**config.mk**
```make
export PLATFORM = sky130hd
export DESIGN_NAME = uart_rx
export DESIGN_NICKNAME = d
export VERILOG_FILES = /design/src/rtl/uart_pkg.sv /design/src/rtl/uart_rx_fifo.sv /design/src/rtl/uart_rx.sv
export SDC_FILE = /design/constraint.sdc
export NUM_CORES = 1
export LEC_CHECK = 0
export CAP_MARGIN = 20
export CELL_PAD_IN_SITES_DETAIL_PLACEMENT = 1
export CELL_PAD_IN_SITES_GLOBAL_PLACEMENT = 1
export CORE_MARGIN = 1.5
export CORE_UTILIZATION = 49
export CTS_CLUSTER_SIZE = 14
export DETAILED_ROUTE_END_ITERATION = 16
export GPL_TIMING_DRIVEN = 0
export PLACE_DENSITY = 0.8
export SYNTH_ARGS = -nofsm -noshare
export SYNTH_HDL_FRONTEND = slang
export SYNTH_SLANG_ARGS = --single-unit
```
**constraint.sdc**
```tcl
create_clock -name clk -period 2.67 [get_ports clk]
set_clock_uncertainty 0.2 [all_clocks]
set_input_delay 0.801 -clock clk [delete_from_list [all_inputs] [get_ports clk]]
set_output_delay 0.801 -clock clk [all_outputs]
set_load 0.01 [all_outputs]
```
**src/rtl/uart_pkg.sv**
```systemverilog
// Shared types and helpers for the UART receive path.
package uart_pkg;

    typedef enum logic [2:0] {
        ST_IDLE,
        ST_START,
        ST_DATA,
        ST_PARITY,
        ST_STOP
    } rx_state_t;

    function automatic int clks_per_bit(input int clk_hz, input int baud);
        return clk_hz / baud;
    endfunction

    function automatic int baud_cnt_w(input int cpb);
        return (cpb > 2) ? $clog2(cpb) : 1;
    endfunction

endpackage

```
**src/rtl/uart_rx_fifo.sv**
```systemverilog
// Show-ahead byte FIFO for the UART receiver; storage is not reset, pointers are.
module uart_rx_fifo #(
    parameter int DEPTH = 4
) (
    input  logic                     clk,
    input  logic                     resetn,
    input  logic                     push,
    input  logic [7:0]               din,
    input  logic                     pop,
    output logic [7:0]               dout,
    output logic                     full,
    output logic                     empty,
    output logic [$clog2(DEPTH):0]   level
);

    localparam int AW = $clog2(DEPTH);
    localparam logic [AW:0] FULL_LVL = (AW + 1)'(DEPTH);

    logic [7:0]    mem [DEPTH];
    logic [AW-1:0] wr_ptr;
    logic [AW-1:0] rd_ptr;
    logic          wr_en;
    logic          rd_en;

    assign full  = (level == FULL_LVL);
    assign empty = (level == '0);
    // A pop in the same cycle frees the slot, so a push on a full FIFO still lands.
    assign wr_en = push & (~full | pop);
    assign rd_en = pop & ~empty;
    assign dout  = empty ? 8'h00 : mem[rd_ptr];

    always_ff @(posedge clk or negedge resetn) begin
        if (!resetn) begin
            wr_ptr <= '0;
            rd_ptr <= '0;
            level  <= '0;
        end else begin
            if (wr_en) wr_ptr <= wr_ptr + 1'b1;
            if (rd_en) rd_ptr <= rd_ptr + 1'b1;
            case ({wr_en, rd_en})
                2'b10:   level <= level + 1'b1;
                2'b01:   level <= level - 1'b1;
                default: ;
            endcase
        end
    end

    always_ff @(posedge clk) begin
        if (wr_en) mem[wr_ptr] <= din;
    end

endmodule

```
**src/rtl/uart_rx.sv**
```systemverilog
// 8N1 UART receiver with show-ahead FIFO and sticky error flags.
// Define UART_RX_PARITY_EN for an even-parity bit and the o_parity_err output.
module uart_rx
    import uart_pkg::*;
#(
    parameter int CLK_FREQ_HZ = 10000000,
    parameter int BAUD_RATE   = 1000000,
    parameter int FIFO_DEPTH  = 4
) (
    input  logic                          clk,
    input  logic                          resetn,
    input  logic                          i_uart_rx,
    output logic [7:0]                    o_data,
    output logic                          o_valid,
    input  logic                          i_ready,
    output logic [$clog2(FIFO_DEPTH):0]   o_level,
    output logic                          o_frame_err,
    output logic                          o_overrun,
`ifdef UART_RX_PARITY_EN
    output logic                          o_parity_err,
`endif
    input  logic                          i_err_clr
);

    localparam int CPB = clks_per_bit(CLK_FREQ_HZ, BAUD_RATE);
    localparam int CW  = baud_cnt_w(CPB);
    localparam logic [CW-1:0] HALF_M1 = CW'(CPB / 2 - 1);
    localparam logic [CW-1:0] FULL_M1 = CW'(CPB - 1);

    logic          sync_p0, sync_p1, rx_p2;
    logic [1:0]    flush_cnt;
    logic          fall;
    rx_state_t     state, state_n;
    logic [CW-1:0] baud_cnt;
    logic [2:0]    bit_cnt;
    logic [7:0]    shreg;
    logic          cnt_clr, shift_en, push, frame_set;
    logic          fifo_full, fifo_empty;
`ifdef UART_RX_PARITY_EN
    logic          par_set, par_bad;
`endif

    // Stage p0/p1: metastability synchronizer; p2: previous sample for edge detection
    always_ff @(posedge clk or negedge resetn) begin
        if (!resetn) begin
            sync_p0   <= 1'b1;
            sync_p1   <= 1'b1;
            rx_p2     <= 1'b1;
            flush_cnt <= '0;
        end else begin
            sync_p0 <= i_uart_rx;
            sync_p1 <= sync_p0;
            rx_p2   <= sync_p1;
            if (flush_cnt != 2'd3) flush_cnt <= flush_cnt + 1'b1;
        end
    end

    // Edges are ignored until the reset value has flushed out of the synchronizer.
    assign fall = rx_p2 & ~sync_p1 & (flush_cnt == 2'd3);

    always_ff @(posedge clk or negedge resetn) begin
        if (!resetn) state <= ST_IDLE;
        else         state <= state_n;
    end

    always_comb begin
        state_n   = state;
        cnt_clr   = 1'b0;
        shift_en  = 1'b0;
        push      = 1'b0;
        frame_set = 1'b0;
`ifdef UART_RX_PARITY_EN
        par_set   = 1'b0;
`endif
        case (state)
            ST_IDLE: if (fall) state_n = ST_START;
            ST_START: if (baud_cnt == HALF_M1) begin
                cnt_clr = 1'b1;
                state_n = sync_p1 ? ST_IDLE : ST_DATA;
            end
            ST_DATA: if (baud_cnt == FULL_M1) begin
                cnt_clr  = 1'b1;
                shift_en = 1'b1;
                if (bit_cnt == 3'd7) begin
`ifdef UART_RX_PARITY_EN
                    state_n = ST_PARITY;
`else
                    state_n = ST_STOP;
`endif
                end
            end
`ifdef UART_RX_PARITY_EN
            ST_PARITY: if (baud_cnt == FULL_M1) begin
                cnt_clr = 1'b1;
                par_set = (sync_p1 != ^shreg);
                state_n = ST_STOP;
            end
`endif
            ST_STOP: if (baud_cnt == FULL_M1) begin
                cnt_clr = 1'b1;
                state_n = ST_IDLE;
                if (sync_p1) begin
`ifdef UART_RX_PARITY_EN
                    push = ~par_bad;
`else
                    push = 1'b1;
`endif
                end else begin
                    frame_set = 1'b1;
                end
            end
            default: state_n = ST_IDLE;
        endcase
    end

    always_ff @(posedge clk or negedge resetn) begin
        if (!resetn) begin
            baud_cnt <= '0;
            bit_cnt  <= '0;
        end else begin
            baud_cnt <= (cnt_clr || state == ST_IDLE) ? '0 : baud_cnt + 1'b1;
            if (state == ST_IDLE) bit_cnt <= '0;
            else if (shift_en)    bit_cnt <= bit_cnt + 1'b1;
        end
    end

    always_ff @(posedge clk) begin
        if (shift_en) shreg <= {sync_p1, shreg[7:1]};
    end

    always_ff @(posedge clk or negedge resetn) begin
        if (!resetn) begin
            o_frame_err <= 1'b0;
            o_overrun   <= 1'b0;
        end else begin
            o_frame_err <= (o_frame_err & ~i_err_clr) | frame_set;
            o_overrun   <= (o_overrun & ~i_err_clr) | (push & fifo_full & ~(i_ready & o_valid));
        end
    end

`ifdef UART_RX_PARITY_EN
    always_ff @(posedge clk or negedge resetn) begin
        if (!resetn) begin
            par_bad      <= 1'b0;
            o_parity_err <= 1'b0;
        end else begin
            if (state == ST_IDLE) par_bad <= 1'b0;
            else if (par_set)     par_bad <= 1'b1;
            o_parity_err <= (o_parity_err & ~i_err_clr) | par_set;
        end
    end
`endif

    uart_rx_fifo #(
        .DEPTH (FIFO_DEPTH)
    ) u_fifo (
        .clk    (clk),
        .resetn (resetn),
        .push   (push),
        .din    (shreg),
        .pop    (i_ready),
        .dout   (o_data),
        .full   (fifo_full),
        .empty  (fifo_empty),
        .level  (o_level)
    );

    assign o_valid = ~fifo_empty;

endmodule

```
==> reports/metrics.cfg, run 1 <==
[run_status]
status=finished, violations left
violations=setup timing

[route]
ant_nets=0
dr.pass1.iters=4
drc=0
via_per_inst=5.35
totalWireLength_um=5710
wl_per_cell_um=20.0
vias=1529
drt_iter0_markers=69

[sta]
report.final.setup_viol=5
hold_viol_final=0
hold_slack_ns=0.152
max_freq_mhz=364
setup_tns_ns=-0.114
fin_ws_ns=-0.0744
rsz0062_at_grt=yes
slew_violations=0
min_period_ns=2.74
fin_crit_sh=1.03
slew-limit-headroom=0.658
worst_pin_slew_ns=0.512

[global_route]
antenna_found_initial=0
grt_pass1_vias=1688
grt_pass1_wl_um=8960
grt_max_degree=25
grt_overflow=0
grt_usage=0.208

[synth]
synth_nets=190
synth_cell_type_count=37
netlist_area_um2=2750
yosys_warnings=0
ys_seq_area_frac=0.656
syn_area_per_cell_um2=15.9
syn_inst=173
synth-seq-cells=64

[placement]
dpl.cell_count=263
gp_congestion=0.734
place_area_um2=3030
port_buffers=18
hpwlAfterDp_um=3510

[clock_tree]
cts.hold.buffers_added=0
clock_sinks=64
cts_tree=built
clk_transition_reported_paths_ns=0.07
numCtsBuffers=9
cts_max_path_buffers=2
htreeDepth=3
clockRootBuffer=clkbuf_8
insertion_delay_ns=0.34

[floorplan]
num_rows=27
ios=19
start_util=0.503
die_h_um=77.9
core_um2=5470
dieArea_um2=6070
die_x_um=77.9

[setup_path]
cp_data_arrival_time_ns=1.74
crit_chain=buf_6, buf_6, mux4_2, and2_4, buf_6
critical_path_class=reg -> out
r2r-start=u_fifo.level[0]
critical_path.top_delay_family=multiplexers
slowest_stage=mux4_2
endpoint_kind=output port
cp_max_fo=4
r2r_slack_ns=0.12
crit_path_start_kind=flop
crit_top_cell=buf_6
critPathBufInv=3
startpoint=u_fifo.rd_ptr[0]
critPathMaxStageDelay_ns=0.48
critPathRequiredTime_ns=1.67

[layout]
synthToLayoutAreaGrowth_pct=21.2
layout-drive-gt1-share=0.304
diodes=0
fin_cells=286
layout.nets=226
final_cell_area_um2=3330

[pwr]
power_frac_comb=0.358
switching_share=0.300
seq_power_share=0.385
p_leak_nw=1.31
p_clk_frac=0.257
p_int_mw=2.27
p_sw_mw=0.971
power_density_nw_per_um2=970
ir_drop_v=0.000469

[flow_run]
maxCapViolations=0

[worst_hold_path]
hp-class=reg -> reg
min-delay-start=sync_p0

[per-stage QoR]
step                 util  total power [mW]  worst slack [ns]
finish              0.609              3.24           -0.0744
global route        0.609              3.41            -0.150
CTS                 0.607              3.22           -0.0943
detailed placement  0.554              2.27            -0.631
global placement    0.554              2.20            -0.534
floorplan               -              1.88           -0.0158
[worst paths after layout]
path,end,cells after the start
max,o_data[6],5
min,sync_p1,0
max reg2reg,u_fifo.level[2],10
min reg2reg,sync_p1,0
max in group asynchronous,sync_p0,2
min in group asynchronous,u_fifo.rd_ptr[1],1
[registers in the layout (all words and copies together), names as in the netlist]
name           flops
o_overrun          1
u_fifo.rd_ptr      2
sync_p1            1
flush_cnt          2
baud_cnt           4
rx_p2              1
state              3
u_fifo.wr_ptr      2
u_fifo.mem        32
o_frame_err        1
sync_p0            1
bit_cnt            3
u_fifo.level       3
shreg              8
[final cells by class]
class                      count  area [µm²]
tap                           72        90.1
buffer                         3        36.3
clock buffer                  12         155
fill                         511        2140
sequential                    64        1810
inverter                      12        45.0
clock inverter                 4        42.5
multi-input combinational     91         888
timing repair buffer          28         272
[cell usage in the layout, fill, tap and decap left out, types with 2 or more instances in the layout]
| cell type | synthesis | layout |
|---|---|---|
| dfstp_2 | 3 | 3 |
| and3_2 | 2 | 2 |
| inv_1 | 12 | 11 |
| mux4_2 | 8 | 8 |
| or3_4 | 1 | 2 |
| buf_4 | 0 | 6 |
| edfxtp_1 | 40 | 40 |
| clkbuf_8 | 1 | 12 |
| a22o_1 | 6 | 6 |
| ha_1 | 11 | 10 |
| nand3_1 | 2 | 2 |
| xor2_1 | 4 | 4 |
| nor2_1 | 12 | 12 |
| mux2_2 | 2 | 2 |
| xnor2_1 | 6 | 6 |
| nand2_1 | 3 | 3 |
| buf_6 | 2 | 10 |
| buf_2 | 1 | 3 |
| dfrtp_1 | 21 | 21 |
| nand3b_1 | 2 | 2 |
| clkdlybuf4s50_1 | 0 | 8 |
| clkinv_1 | 0 | 2 |
| o22ai_1 | 2 | 2 |
| and2_1 | 13 | 8 |
| and2_4 | 0 | 5 |
| mux2_1 | 3 | 3 |
[Yosys cell counts]
| master | instances | area, µm² |
|---|---|---|
| and2_1 | 13 | 81.3 |
| a31oi_4 | 1 | 21.3 |
| nand3_1 | 2 | 10.0 |
| mux2_1 | 3 | 33.8 |
| fa_1 | 1 | 20.0 |
| buf_2 | 1 | 5.00 |
| and3_2 | 2 | 15.0 |
| buf_6 | 2 | 22.5 |
| mux2_2 | 2 | 22.5 |
| or3_4 | 1 | 11.3 |
| a21oi_1 | 1 | 5.00 |
| dfstp_2 | 3 | 78.8 |
| ha_1 | 11 | 138 |
| nor2b_4 | 1 | 13.8 |
| or2_2 | 1 | 6.26 |
| mux4_2 | 8 | 180 |
| nand4_1 | 1 | 6.26 |
| a22o_1 | 6 | 52.6 |
| and3b_1 | 1 | 8.76 |
| or4b_1 | 1 | 10.0 |
| xor2_1 | 4 | 35.0 |
| a211oi_2 | 1 | 12.5 |
| nand2_1 | 3 | 11.3 |
| dfrtp_1 | 21 | 526 |
| and3_1 | 1 | 6.26 |
| nand3b_1 | 2 | 15.0 |
| o22ai_1 | 2 | 12.5 |
| clkbuf_1 | 2 | 7.51 |
| nor2_1 | 12 | 45.0 |
| o21bai_1 | 1 | 7.51 |
| clkbuf_8 | 1 | 13.8 |
| or3_1 | 1 | 6.26 |
| xnor2_1 | 6 | 52.6 |
| edfxtp_1 | 40 | 1200 |
| o21ai_0 | 1 | 5.00 |
| inv_1 | 12 | 45.0 |
| nor3b_1 | 1 | 7.51 |
[layer usage]
layer  part of all wire  global-route usage
met5                  0                   0
met4              0.026              0.0911
met3              0.030              0.0494
met2               0.53               0.357
met1               0.41               0.249
[power by group through the flow]
| stage | logic (mW) | clock network [mW] | registers (mW) |
|---|---|---|---|
| finish | 1.16 | 0.830 | 1.25 |
| global route | 1.27 | 0.879 | 1.26 |
| CTS | 1.15 | 0.833 | 1.24 |
| detailed placement | 1.03 | 0 | 1.23 |
| global placement | 0.981 | 0 | 1.22 |
| floorplan | 0.661 | 0 | 1.22 |
[kinds of logic after synthesis]
| kind of cell | after synthesis | synth area share |
|---|---|---|
| buffers and inverters | 18 | 0.0341 |
| adders and majority gates | 12 | 0.0573 |
| muxes | 13 | 0.0859 |
| and+or+nand+nor | 43 | 0.0923 |
| DFF | 64 | 0.656 |
| AOI/OAI and AO/OA | 13 | 0.0423 |
| xor gates and xnor gates | 10 | 0.0318 |
[repair_timing]
item / CTS / global route
resized for setup: 48 / 8
setup buffers: 9 / 0
gates cloned: 1 / 0
pin swaps: 10 / 5
setup endpoints to repair: 11 / 9
No activity file was read; power rests on OpenSTA's default activity.
==> inputs of run 2 (changes only) <==
Settings changed: CORE_MARGIN 1.5 to 8.
==> reports/metrics.cfg, run 2 (synthesized netlist as in run 1, its figures left out) <==
[run_status]
status=finished, violations left  ; unchanged
violations=setup timing  ; unchanged

[clock_tree]
numCtsBuffers=9  ; unchanged
insertion_delay_ns=0.34  ; about the same
cts_max_path_buffers=2  ; unchanged
cts_tree=built  ; unchanged
cts.hold.buffers_added=0  ; unchanged
clk_transition_reported_paths_ns=0.06  ; was 0.07 ns
htreeDepth=3  ; unchanged
clock_sinks=64  ; unchanged
clockRootBuffer=clkbuf_8  ; unchanged

[route]
ant_nets=0  ; unchanged
totalWireLength_um=5570  ; was 5710 µm
wl_per_cell_um=19.6  ; was 20.0 µm
drc=0  ; unchanged
drt_iter0_markers=68  ; was 69
via_per_inst=5.27  ; was 5.35
vias=1497  ; was 1529
dr.pass1.iters=4  ; unchanged

[pwr]
total_power_mw=3.27  ; was 3.24 mW
p_leak_nw=1.30  ; was 1.31 nW
ir_drop_v=0.000418  ; was 0.000469 V
power_density_nw_per_um2=986  ; was 970 nW/µm²

[floorplan]
start_util=0.503  ; unchanged
num_rows=27  ; unchanged
die_h_um=90.9  ; was 77.9 µm
ios=19  ; unchanged
core_um2=5470  ; unchanged
dieArea_um2=8270  ; was 6070 µm²
die_x_um=90.9  ; was 77.9 µm

[setup_path]
endpoint_kind=output port  ; unchanged
r2r-start=u_fifo.level[1]  ; was u_fifo.level[0]
crit_path_start_kind=flop  ; unchanged
cp_data_arrival_time_ns=1.68  ; was 1.74 ns
crit_chain=buf_8, buf_4, mux4_2, and2_1, buf_2  ; was buf_6, buf_6, mux4_2, and2_4, buf_6
cp_max_fo=4  ; unchanged
critPathRequiredTime_ns=1.67  ; about the same
critical_path_class=reg -> out  ; unchanged
reg2reg_to=u_fifo.level[2]  ; unchanged
reg2regPathDepth=9  ; was 10
startpoint=u_fifo.rd_ptr[0]  ; unchanged
slowest_stage=mux4_2  ; unchanged
critPathMaxStageDelay_ns=0.48  ; about the same
r2r_slack_ns=0.14  ; was 0.12 ns
worstSetupEndpoint=o_data[0]  ; was o_data[6]

[global_route]
grt_overflow=0  ; unchanged
antenna_found_initial=0  ; unchanged
grt_max_degree=25  ; unchanged
grt_usage=0.148  ; was 0.208
grt_pass1_vias=1707  ; was 1688
grt_pass1_wl_um=9110  ; was 8960 µm

[layout]
diodes=0  ; unchanged
synthToLayoutAreaGrowth_pct=20.5  ; was 21.2%
largest_reg_flops=32  ; unchanged
largestRegisters=u_fifo.mem x32, shreg x8, baud_cnt x4  ; unchanged
layout_commonest_cell=edfxtp_1  ; unchanged
regMostFlops=u_fifo.mem  ; unchanged
layout-drive-gt1-share=0.297  ; was 0.304
layout.nets=224  ; was 226
fill_cells=535  ; was 511
final_cell_mix=40 x edfxtp_1, 21 x dfrtp_1, 12 x nor2_1  ; was 40 x edfxtp_1, 21 x dfrtp_1, 12 x clkbuf_8, 12 x nor2_1, 11 x inv_1
final_cell_area_um2=3310  ; was 3330 µm²

[placement]
place_area_um2=3030  ; unchanged
hpwlAfterDp_um=3860  ; was 3510 µm
gp_congestion=0.767  ; was 0.734
port_buffers=18  ; unchanged

[sta]
hold_slack_ns=0.150  ; was 0.152 ns
slew_violations=0  ; unchanged
report.final.setup_viol=6  ; was 5
max_freq_mhz=372  ; was 364 MHz
rsz0062_at_grt=yes  ; unchanged
slew-limit-headroom=0.677  ; was 0.658
hold_viol_final=0  ; unchanged
fin_ws_ns=-0.0158  ; was -0.0744 ns
worst_pin_slew_ns=0.485  ; was 0.512 ns
min_period_ns=2.69  ; was 2.74 ns
fin_crit_sh=1.01  ; was 1.03

[flow_run]
maxCapViolations=0  ; unchanged

[worst_hold_path]
hp-class=reg -> reg  ; unchanged

## run 2: cell count changes in the layout (fill, tap and decap cells not counted), sizes merged
| cell | change |
|---|---|
| clkinv | -1 |
| bufinv | +1 |
| clkbuf | -1 |
| buf | -1 |
## run 2: worst max-delay path: cells and delay by family (launching register included)
| family | cells | cell delay, ns |
|---|---|---|
| buffers and inverters | 3 | 0.36 |
| flip-flops | 1 | 0.36 |
| multiplexers | 1 | 0.48 |
| AND/OR/NAND/NOR | 1 | 0.16 |
## run 2: worst min path at each step
stage          cells after the start       to  slack (ns)  startpoint
4_1_cts                            0  sync_p1        0.15     sync_p0
3_5_place_dp                       0  sync_p1        0.15     sync_p0
6_report                           0  sync_p1        0.15     sync_p0
2_1_floorplan                      0  sync_p1        0.15     sync_p0
5_1_grt                            0  sync_p1        0.17     sync_p0
3_3_place_gp                       0  sync_p1        0.15     sync_p0
## run 2: area by class of cell
type,instances,area [µm²],share of cell area
Sequential cell,64,1810,0.545
Multi-Input combinational cell,91,883,0.267
Timing Repair Buffer,25,235,0.0710
Clock buffer,12,135,0.0408
Tap cell,72,90.1,0.0272
Clock inverter,4,68.8,0.0208
Buffer,4,51.3,0.0155
Inverter,12,45.0,0.0136
## run 2: routing by layer
metal,global-route usage,vias to the layer above,part of all wire
met3,0.0379,12,0.035
met4,0.0955,0,0.027
met5,0,-,0
met1,0.164,765,0.42
li1,-,691,-
met2,0.247,29,0.52
## run 2: stage by stage
step	TNS, ns	setup slack, ns	utilization	cells
final	-0.0448	-0.0158	0.606	284
after global routing	-0.538	-0.0842	0.606	284
after CTS	-0.161	-0.0340	0.600	283
after detailed placement	-5.36	-0.640	0.554	263
after global placement	-3.91	-0.536	0.554	263
after floorplan	-0.0158	-0.0158	-	173
## run 2: timing repair
action / 4_1_cts / 5_1_grt
buffers inserted: 6 / 0
setup endpoints to repair: 11 / 10
pin swaps: 13 / 5
gates resized for setup: 49 / 4
## run 2: report_power, final
group | leakage (nW) | internal [mW] | switching (mW)
registers | 0.656 | 1.13 | 0.113
logic | 0.540 | 0.648 | 0.495
clock network | 0.102 | 0.522 | 0.357
total | 1.30 | 2.30 | 0.965
==> inputs of run 3 (changes only) <==
Settings changed: CORE_ASPECT_RATIO set to 1.75, CORE_MARGIN 8 to 3.
==> reports/metrics.cfg, run 3 (synthesized netlist as in run 1, its figures left out) <==
[flow_run]
maxCapViolations=0  ; unchanged

[floorplan]
die_x_um=62.6  ; was 90.9 µm
start_util=0.515  ; was 0.503
dieArea_um2=6590  ; was 8270 µm²
core_um2=5340  ; was 5470 µm²
num_rows=35  ; was 27
ios=19  ; unchanged
die_h_um=105  ; was 90.9 µm

[route]
totalWireLength_um=5610  ; was 5570 µm
drt_iter0_markers=34  ; was 68
ant_nets=0  ; unchanged
dr.pass1.iters=4  ; unchanged
via_per_inst=5.33  ; was 5.27
drc=0  ; unchanged
vias=1525  ; was 1497
wl_per_cell_um=19.6  ; about the same

[pwr]
power_density_nw_per_um2=997  ; was 986 nW/µm²
ir_drop_v=0.000483  ; was 0.000418 V
p_leak_nw=1.30  ; about the same
total_power_mw=3.34  ; was 3.27 mW

[layout]
diodes=0  ; unchanged
synthToLayoutAreaGrowth_pct=21.6  ; was 20.5%
largestRegisters=u_fifo.mem x32, shreg x8, baud_cnt x4  ; unchanged
largest_reg_flops=32  ; unchanged
final_cell_mix=40 x edfxtp_1, 21 x dfrtp_1, 11 x nor2_1  ; was 40 x edfxtp_1, 21 x dfrtp_1, 12 x nor2_1
layout_commonest_cell=edfxtp_1  ; unchanged
layout-drive-gt1-share=0.325  ; was 0.297
regMostFlops=u_fifo.mem  ; unchanged
layout.nets=224  ; unchanged
fin_cells=286  ; was 284

[sta]
hold_viol_final=0  ; unchanged
report.final.setup_viol=1  ; was 6
worst_pin_slew_ns=0.497  ; was 0.485 ns
fin_ws_ns=-0.0144  ; was -0.0158 ns
max_freq_mhz=373  ; was 372 MHz
min_period_ns=2.68  ; was 2.69 ns
slew_violations=0  ; unchanged
fin_crit_sh=1.01  ; about the same
hold_slack_ns=0.158  ; was 0.150 ns
slew-limit-headroom=0.668  ; was 0.677
rsz0062_at_grt=yes  ; unchanged
setup_tns_ns=-0.0144  ; was -0.0448 ns

[clock_tree]
cts_max_path_buffers=2  ; unchanged
htreeDepth=3  ; unchanged
cts.hold.buffers_added=0  ; unchanged
clockRootBuffer=clkbuf_8  ; unchanged
clock_sinks=64  ; unchanged
insertion_delay_ns=0.33  ; was 0.34 ns
clk_transition_reported_paths_ns=0.07  ; was 0.06 ns
cts_tree=built  ; unchanged
numCtsBuffers=9  ; unchanged

[placement]
dpl.cell_count=265  ; was 263
port_buffers=18  ; unchanged
gp_congestion=0.705  ; was 0.767
hpwlAfterDp_um=3810  ; was 3860 µm

[setup_path]
crit_path_start_kind=flop  ; unchanged
critPathRequiredTime_ns=1.67  ; about the same
cp_data_arrival_time_ns=1.68  ; about the same
endpoint_kind=output port  ; unchanged
critical_path_class=reg -> out  ; unchanged
cp_max_fo=5  ; was 4
reg2regPathDepth=9  ; unchanged

[worst_hold_path]
hold_path_depth=0  ; unchanged
hp-class=reg -> reg  ; unchanged

[global_route]
grt_usage=0.189  ; was 0.148
grt_max_degree=25  ; unchanged
antenna_found_initial=0  ; unchanged
grt_pass1_vias=1766  ; was 1707
grt_overflow=0  ; unchanged
grt_pass1_wl_um=9200  ; was 9110 µm

[run_status]
violations=setup timing  ; unchanged
status=finished, violations left  ; unchanged

run 3: path summary, 6_finish.rpt:
kind / to / slack [ns] / startpoint
max: o_data[7] / -0.01 / u_fifo.rd_ptr[0]
min: sync_p1 / 0.16 / sync_p0
max reg2reg: u_fifo.level[2] / 0.14 / u_fifo.level[0]
min reg2reg: sync_p1 / 0.16 / sync_p0
max in group asynchronous: sync_p1 / 1.10 / resetn
min in group asynchronous: u_fifo.level[2] / 0.60 / resetn
run 3: where the power goes:
group / internal, mW / switching (mW) / total, mW
Sequential: 1.13 / 0.126 / 1.26
Clock: 0.525 / 0.370 / 0.895
Combinational: 0.665 / 0.517 / 1.18
Total: 2.32 / 1.01 / 3.34
run 3: worst max-delay path, stage by stage, from the launching register on:
cell and delay (ns):
dfrtp_1 0.39, buf_6 0.16, mux4_2 0.53, and2_4 0.16
buf_6 0.11
run 3: through the flow:
| stage | setup slack [ns] | area [µm²] | utilization |
|---|---|---|---|
| floorplan | -0.0158 | 2760 | - |
| finish | -0.0144 | 3350 | 0.626 |
| CTS | -0.102 | 3330 | 0.623 |
| global route | -0.0964 | 3350 | 0.626 |
| detailed placement | -0.668 | 3030 | 0.568 |
| global placement | -0.522 | 3030 | 0.568 |
run 3: metal layers:
metal,part of all wire,vias to the layer above,global-route usage
met5,0,-,0
met4,0.013,0,0.0711
met3,0.036,8,0.0538
met2,0.61,31,0.363
met1,0.34,799,0.186
li1,-,687,-
run 3: repair_timing:
action | in CTS | in global routing
pin swaps | 12 | 1
endpoints found under the hold margin | 0 | 0
resized for setup | 52 | 9
cloned | 1 | 0
setup buffers | 6 | 1
endpoints found under the setup margin | 11 | 9
run 3: final cells by class:
| cell class | count | area [µm²] |
|---|---|---|
| multi-input cells | 91 | 901 |
| fillers | 525 | 2000 |
| clock inverters | 7 | 95.1 |
| well taps | 74 | 92.6 |
| plain buffers | 3 | 36.3 |
| flip-flops and latches | 64 | 1810 |
| repair buffers | 26 | 246 |
| inverters | 12 | 45.0 |
| clock buffers | 9 | 124 |
